$ cat config.mk
export PLATFORM = sky130hd
export DESIGN_NAME = systolic_tile_sequencer
export DESIGN_NICKNAME = d
export VERILOG_FILES = /design/src/rtl/systolic_tile_sequencer.sv
export SDC_FILE = /design/constraint.sdc
export NUM_CORES = 1
export LEC_CHECK = 0
export ABC_CLOCK_PERIOD_IN_PS = 3600
export BUFFER_PORTS_ARGS = -buffer_cell sky130_fd_sc_hd__buf_2
export CORE_ASPECT_RATIO = 0.5
export CORE_UTILIZATION = 39
export CTS_CLUSTER_DIAMETER = 40
export DETAILED_ROUTE_END_ITERATION = 10
export PLACE_DENSITY = 0.74
export SYNTH_ARGS = -nofsm -noshare
export SYNTH_HDL_FRONTEND = slang
export SYNTH_SLANG_ARGS = --single-unit
$ cat constraint.sdc
create_clock -name clk_i -period 3.6 [get_ports clk_i]
set_input_delay 0.18 -clock clk_i [delete_from_list [all_inputs] [get_ports clk_i]]
set_output_delay 0.18 -clock clk_i [all_outputs]
set_load 0.02 [all_outputs]
$ cat src/rtl/systolic_tile_sequencer.sv
// Tile sequencer for the systolic array: feeds K operand beats, waits out the
// array drain, writes N result rows, pulses done. Optional macro: SEQ_PERF_CNT_EN.
module systolic_tile_sequencer #(
  parameter int N         = 4,
  parameter int K_W       = 8,
  parameter int ADDR_W    = 8,
  parameter int DRAIN_LAT = 2*N+2
) (
  input  logic              clk_i,
  input  logic              rst_ni,
  input  logic              start_valid_i,
  output logic              start_ready_o,
  input  logic [K_W-1:0]    k_len_i,
  input  logic [ADDR_W-1:0] a_base_i,
  input  logic [ADDR_W-1:0] b_base_i,
  input  logic [ADDR_W-1:0] c_base_i,
  output logic              op_rd_en_o,
  output logic [ADDR_W-1:0] a_rd_addr_o,
  output logic [ADDR_W-1:0] b_rd_addr_o,
  output logic              arr_valid_o,
  output logic              arr_last_o,
  output logic              res_wr_en_o,
  output logic [ADDR_W-1:0] res_wr_addr_o,
  output logic              busy_o,
  output logic              done_o,
  output logic [31:0]       perf_cycles_o
);

  localparam int CNT_W = $clog2(DRAIN_LAT + N + 1);

  typedef enum logic [2:0] {
    S_IDLE, S_FEED, S_FLUSH, S_DRAIN, S_DONE
  } state_t;

  // Command handshake: a command transfers on start_valid_i & start_ready_o;
  // ready is high only in IDLE, so valid may be held high without effect.
  state_t             state_q, state_d;
  logic [K_W-1:0]     k_len_q;
  logic [ADDR_W-1:0]  a_base_q, b_base_q, c_base_q;
  logic [K_W-1:0]     beat_q;
  logic [CNT_W-1:0]   drain_q;
  logic               arr_valid_q, arr_last_q;
  logic               feed_last;

  always_comb begin
    state_d       = state_q;
    start_ready_o = 1'b0;
    op_rd_en_o    = 1'b0;
    res_wr_en_o   = 1'b0;
    done_o        = 1'b0;
    feed_last     = 1'b0;
    case (state_q)
      S_IDLE: begin
        start_ready_o = 1'b1;
        if (start_valid_i) state_d = (k_len_i == '0) ? S_DONE : S_FEED;
      end
      S_FEED: begin
        op_rd_en_o = 1'b1;
        feed_last  = (beat_q == k_len_q - K_W'(1));
        if (feed_last) state_d = S_FLUSH;
      end
      S_FLUSH: begin
        // drain_q is 0 on the arr_last_o cycle, so DRAIN begins DRAIN_LAT later
        if (drain_q == CNT_W'(DRAIN_LAT - 1)) state_d = S_DRAIN;
      end
      S_DRAIN: begin
        res_wr_en_o = 1'b1;
        if (drain_q == CNT_W'(DRAIN_LAT + N - 1)) state_d = S_DONE;
      end
      S_DONE: begin
        done_o  = 1'b1;
        state_d = S_IDLE;
      end
      default: state_d = S_IDLE;
    endcase
  end

  always_ff @(posedge clk_i) begin
    if (!rst_ni) begin
      state_q     <= S_IDLE;
      k_len_q     <= '0;
      a_base_q    <= '0;
      b_base_q    <= '0;
      c_base_q    <= '0;
      beat_q      <= '0;
      drain_q     <= '0;
      arr_valid_q <= 1'b0;
      arr_last_q  <= 1'b0;
    end else begin
      state_q     <= state_d;
      arr_valid_q <= op_rd_en_o;
      arr_last_q  <= feed_last;
      if (state_q == S_IDLE && start_valid_i) begin
        k_len_q  <= k_len_i;
        a_base_q <= a_base_i;
        b_base_q <= b_base_i;
        c_base_q <= c_base_i;
      end
      beat_q  <= (state_q == S_FEED) ? beat_q + K_W'(1) : '0;
      drain_q <= (state_q == S_FLUSH || state_q == S_DRAIN) ? drain_q + CNT_W'(1) : '0;
    end
  end

  assign a_rd_addr_o   = op_rd_en_o  ? a_base_q + ADDR_W'(beat_q) : '0;
  assign b_rd_addr_o   = op_rd_en_o  ? b_base_q + ADDR_W'(beat_q) : '0;
  assign res_wr_addr_o = res_wr_en_o ? c_base_q + ADDR_W'(drain_q - CNT_W'(DRAIN_LAT)) : '0;
  assign arr_valid_o   = arr_valid_q;
  assign arr_last_o    = arr_last_q;
  assign busy_o        = (state_q != S_IDLE);

`ifdef SEQ_PERF_CNT_EN
  logic [31:0] perf_q;
  always_ff @(posedge clk_i) begin
    if (!rst_ni)                               perf_q <= '0;
    else if (busy_o && perf_q != 32'hFFFFFFFF) perf_q <= perf_q + 32'd1;
  end
  assign perf_cycles_o = perf_q;
`else
  assign perf_cycles_o = '0;
`endif

endmodule
==> impl_metrics.tcl, run 1 <==
set metrics [dict create \
    die_y_um 67.7 \
    start_util_pct 41.2 \
    power_switching_uw 763 \
    synth.largest_area_cell "dfxtp_1" \
    hpwl_um 5150 \
    hold_path.class "in2reg" \
    final-seq-area_um2 981 \
    post_cts_buffers 0 \
    p_int_uw 1200 \
    layout-drive-gt1-share_pct 18.0 \
    power_switching_share_pct 38.9 \
    final_hold_viol_count 0 \
    hold-path-cell-count 3 \
    critical_path.endpoint_type "output port" \
    seqPwrFrac_pct 36.5 \
    row_count 23 \
    syn_inst 419 \
    grt-ovfl-total 0 \
    synth_top_area_share_pct 29.2 \
    synth-seq-area-share_pct 29.2 \
    n_fill_cell 837 \
    ys_types 48 \
    firstDrtPassIters 4 \
    postRouteAntennaNets 0 \
    fin_crit_sh_pct 79.6 \
    synth_edf_count 0 \
    power_leakage_uw 0.00179 \
    gp_congestion 0.827 \
    synth_seq_cells 49 \
    clock_latency_ps 290 \
    p_clk_share_pct 25.0 \
    syn_area_um2 3360 \
    io_buffers 65 \
    cts_resized 0 \
    syn_area_per_cell_um2 8.03 \
    fin_setup_tns_ps 0 \
    start_kind "flip-flop" \
    dieArea_um2 9020 \
    critPathTopFamily "compound AO/OA/AOI/OAI gates" \
    wl_per_cell_um 11.5 \
    cap_violations 0 \
    grt_pass1_wl_um 11400 \
    fmax_ghz 0.349 \
    layout.cells.most_common "nand2_1" \
    utilization_pct 46.6 \
    multi_input_area_um2 2120 \
    tritoncts "yes" \
    cts_sinks 49 \
    cts-root-buf "clkbuf_16" \
    p_per_area_nw_per_um2 515 \
    rsz0062_at_grt "false" \
    worstRegToRegCells 5 \
    r2r-start "state_q[0]$_SDFFE_PN0P_" \
    hold_path_startpoint "c_base_i[5]" \
    numCtsBuffers 5 \
    most-common-layout-cells "nand2_1 (74), buf_2 (65), dfxtp_1 (49)" \
    p_comb_share_pct 38.6 \
    num_antenna_cells 0 \
    required_ps 3420 \
    antenna_found_initial 0 \
    slew_violations 0 \
    via_per_inst 4.71 \
    cp_data_arrival_time_ps 2690 \
    grt_pass1_vias 2473 \
    slew-limit-headroom_pct 29.2 \
    outcome "completed" \
    ios 98 \
    hold_path_end "c_base_q[5]$_SDFFE_PN0P_" \
    area_growth_pct 13.2 \
    grt_max_degree 38 \
    final-setup-viol-count 0 \
    tightest_slew_ps 1060 \
    nets 542 \
    die_w_um 133 \
    grt_use_total_pct 15.8 \
    yosysWarnings 0 \
    cp_cell_sequence "inv_1 -> ha_1 -> inv_1 -> ha_1 -> nor2b_1 -> o21ai_0 -> a21boi_0 -> o21ai_0 -> nor3b_1 -> nor3_1 -> buf_2" \
    peakVddDrop_v 0.000221 \
    dr.first_iter.drc_count 172 \
    ys.flop_type "dfxtp_1" \
    fin_crit_ps 2870 \
    slowest_delay_ps 410 \
    final.setup_skew_ps 5.88 \
    cpMaxStageDelayCell "dfxtp_1" \
    routed_wl_um 6810 \
    power_uw 1960 \
    htree_num_levels 2 \
    drc 0 \
    coreArea_um2 8170 \
    critPathBufInv 3 \
    cp_max_fo 5 \
    synth_area_leaders "dfxtp_1 (29%), ha_1 (10%), nand2_1 (8.3%), buf_4 (7.1%), xnor2_1 (5.5%)" \
    critical_path.reg2reg.endpoint "arr_last_o$_SDFF_PN0_" \
    clkTransAtPathRegs_ps 60 \
    ctsHoldBuffers 0 \
    vias 2781 \
    path_class "reg2out" \
    cts_buffer_depth 2 \
    r2r_slack_ps 1650 \
    synth-async-reset-ratio_pct 0 \
]
worst reg2reg max path, cell delays in order, from the launching register on:
cell and delay [ps]:
dfxtp_1 430, inv_1 120, or3_1 600, inv_2 270
nand2_1 250, nor2_1 210
flip-flops by register name, summed over array words and instances (netlist names):
name,flops
a_base_q,8
beat_q,8
drain_q,4
c_base_q,8
k_len_q,8
arr_valid_o,1
state_q,3
arr_last_o,1
b_base_q,8
synthesized netlist by cell type (3+ instances only):
cell and n:
a21boi_0 19, a21boi_1 15, a21o_1 5, a21oi_1 12
and2_1 6, and3_1 4, buf_2 3, buf_4 32
clkbuf_1 10, dfxtp_1 49, fa_1 3, ha_1 27
inv_1 19, nand2_1 74, nand3_1 7, nor2_1 38
nor2b_1 4, nor3_1 4, nor4_1 3, o211ai_1 4
o21ai_0 11, or3_1 3, xnor2_1 21, xor2_1 16
stage by stage:
stage	area [µm²]	worst slack (ps)	hold slack [ps]	instances
2_1_floorplan	3480	1170	315	450
3_3_place_gp	3650	1230	422	582
3_5_place_dp	3650	1080	428	582
4_1_cts	3810	770	129	590
5_1_grt	3810	454	135	590
6_report	3810	734	131	590
power groups by stage:
| stage | Clock (µW) | Sequential, µW | Combinational, µW |
|---|---|---|---|
| floorplan | 0 | 698 | 624 |
| global placement | 0 | 725 | 751 |
| detailed placement | 0 | 726 | 761 |
| CTS | 498 | 714 | 765 |
| global route | 524 | 729 | 861 |
| finish | 489 | 715 | 756 |
metal layers:
layer / part of all wire, % / global-route usage (%)
met5: 0 / 0
met3: 3.8 / 3.23
met2: 45 / 27.6
met1: 50 / 20.1
met4: 0.88 / 4.40
cell type report:
type | instances | area share (%)
Clock buffer | 7 | 4.01
Clock inverter | 1 | 0.131
Inverter | 21 | 2.07
Multi-Input combinational cell | 334 | 55.6
Sequential cell | 49 | 25.8
Tap cell | 112 | 3.68
Timing Repair Buffer | 66 | 8.74
worst max-delay path by stage:
stage | start | end | depth (start not counted)
2_1_floorplan | drain_q[1]$_SDFF_PN0_ | res_wr_addr_o[6] | 10
3_3_place_gp | drain_q[1]$_SDFF_PN0_ | res_wr_addr_o[6] | 11
3_5_place_dp | drain_q[1]$_SDFF_PN0_ | res_wr_addr_o[6] | 11
4_1_cts | drain_q[1]$_SDFF_PN0_ | res_wr_addr_o[6] | 11
5_1_grt | drain_q[1]$_SDFF_PN0_ | res_wr_addr_o[6] | 11
6_report | drain_q[1]$_SDFF_PN0_ | res_wr_addr_o[6] | 11
kinds of logic after synthesis:
kind of cell             share of synthesized area, %
AO/OA/AOI/OAI                                    16.5
XOR/XNOR                                         9.63
adder cells (fa/ha/maj)                          11.8
buffers and inverters                            11.4
flip-flops                                       29.2
other                                           0.111
AND/OR/NAND/NOR                                  21.3
(Power assumes the default switching activity.)
==> run 2, diff against run 1 <==
ABC_CLOCK_PERIOD_IN_PS = 2720   (was 3600)
clock period = 2.72 ns   (was 3.6 ns; I/O delays follow)
==> impl_metrics.tcl, run 2 (same netlist as run 1, synthesis figures left out) <==
set metrics [dict create \
    outcome "completed" \
    fin_ws_ps 160 \
    layout-drive-gt1-share_pct 18.6 \
    row_count 23 \
    firstDrtPassIters 4 \
    most-common-layout-cells "nand2_1 (74), buf_2 (65), dfxtp_1 (47)" \
    cp_cell_sequence "inv_1 -> ha_1 -> inv_1 -> ha_1 -> nor2b_1 -> o21ai_1 -> a21boi_1 -> o21ai_1 -> nor3b_1 -> nor3_1 -> buf_2" \
    area_growth_pct 13.4 \
    n_fill_cell 842 \
    die_w_um 133 \
    num_antenna_cells 0 \
    tightest_slew_ps 603 \
    postRouteAntennaNets 0 \
    htree_num_levels 2 \
    grt-ovfl-total 0 \
    peakVddDrop_v 0.000284 \
    routed_wl_um 6810 \
    fin_crit_sh_pct 94.1 \
    start_util_pct 41.2 \
    numCtsBuffers 5 \
    r2r_slack_ps 810 \
    fin_setup_tns_ps 0 \
    clkTransAtPathRegs_ps 60 \
    rsz0062_at_grt "false" \
    critical_path.endpoint_type "output port" \
    layout.cells.most_common "nand2_1" \
    grt_pass1_vias 2358 \
    cpMaxStageDelayCell "dfxtp_2" \
    cp_max_fo 5 \
    dieArea_um2 9020 \
    ios 98 \
    cts_buffer_depth 2 \
    via_per_inst 4.76 \
    critPathBufInv 3 \
    grt_pass1_wl_um 10900 \
    cts_sinks 49 \
    nets 544 \
    coreArea_um2 8170 \
    critPathTopFamily "adder cells" \
    hpwl_um 5190 \
    p_per_area_nw_per_um2 673 \
    dr.first_iter.drc_count 138 \
    fmax_ghz 0.391 \
    vias 2811 \
    path_class "reg2out" \
    gp_congestion 0.826 \
    slew_violations 0 \
    wl_per_cell_um 11.5 \
    final-setup-viol-count 0 \
    cp_data_arrival_time_ps 2420 \
    start_kind "flip-flop" \
    grt_max_degree 33 \
    io_buffers 65 \
    hold_path.class "in2reg" \
    tritoncts "yes" \
    dpl_worst_slack_ps 254 \
    die_y_um 67.7 \
    ctsHoldBuffers 0 \
    power_leakage_uw 0.00179 \
    slowest_delay_ps 380 \
    required_ps 2580 \
    slew-limit-headroom_pct 59.4 \
    final_hold_viol_count 0 \
    clock_latency_ps 280 \
    antenna_found_initial 0 \
    drc 0 \
    cap_violations 0 \
    fin_crit_ps 2560 \
    cts-root-buf "clkbuf_16" \
    grt_use_total_pct 15.2 \
    final.setup_skew_ps 4.12 \
]
==> run 2: cell types whose count changed in the layout (fill, tap and decap cells not counted), sizes merged <==
cell | previous run | this run
clkinv | 1 | 0
buf | 66 | 68
==> run 2: layer usage <==
layer	GRT usage, %	share of wire, %	routed length (µm)
met1	19.6	49	3360
met2	26.5	45	3080
met3	3.30	4.3	292
met4	3.55	1.0	68
met5	0	0	0
==> run 2: tightest hold or removal path: cells and delay by family <==
family / cells / cell delay, ps
AO/OA/AOI/OAI: 1 / 50
buffers and inverters: 1 / 100
AND/OR/NAND/NOR: 1 / 50
==> run 2: final cells by class <==
class,count,area (µm²),share of cell area [%]
sequential,49,983,25.8
timing repair buffer,68,348,9.12
inverter,21,78.8,2.07
tap,112,140,3.67
clock buffer,7,143,3.74
multi-input combinational,334,2120,55.6
==> run 2: worst paths after layout <==
path,from,to,cells past startpoint
hold reg to reg,c_base_q[5]$_SDFFE_PN0P_,c_base_q[5]$_SDFFE_PN0P_,2
setup reg to reg,state_q[0]$_SDFFE_PN0P_,arr_last_o$_SDFF_PN0_,5
setup / recovery,drain_q[1]$_SDFF_PN0_,res_wr_addr_o[6],11
hold / removal,c_base_i[5],c_base_q[5]$_SDFFE_PN0P_,3
==> run 2: where the power goes <==
group,internal [µW],switching (µW)
Sequential,828,120
Combinational,375,637
Clock,361,246
Total,1560,1000
==> run 2: stage by stage <==
| stage | cell area (µm²) | hold WS (ps) | cells | util, % | power, µW |
|---|---|---|---|---|---|
| after CTS | 3810 | 89.4 | 591 | 46.6 | 2580 |
| after floorplan | 3480 | 271 | 450 | - | 1750 |
| after detailed placement | 3660 | 383 | 584 | 44.8 | 1970 |
| after global routing | 3810 | 91.6 | 591 | 46.7 | 2760 |
| after global placement | 3660 | 381 | 584 | 44.8 | 1960 |
| final | 3810 | 92.2 | 591 | 46.7 | 2570 |
==> run 2: repair_timing <==
| action | 4_1_cts | 5_1_grt |
|---|---|---|
| gates resized for setup | 2 | 4 |
| buffers inserted | 0 | 0 |
| pin swaps | 0 | 0 |
| endpoints found under the setup margin | 1 | 2 |
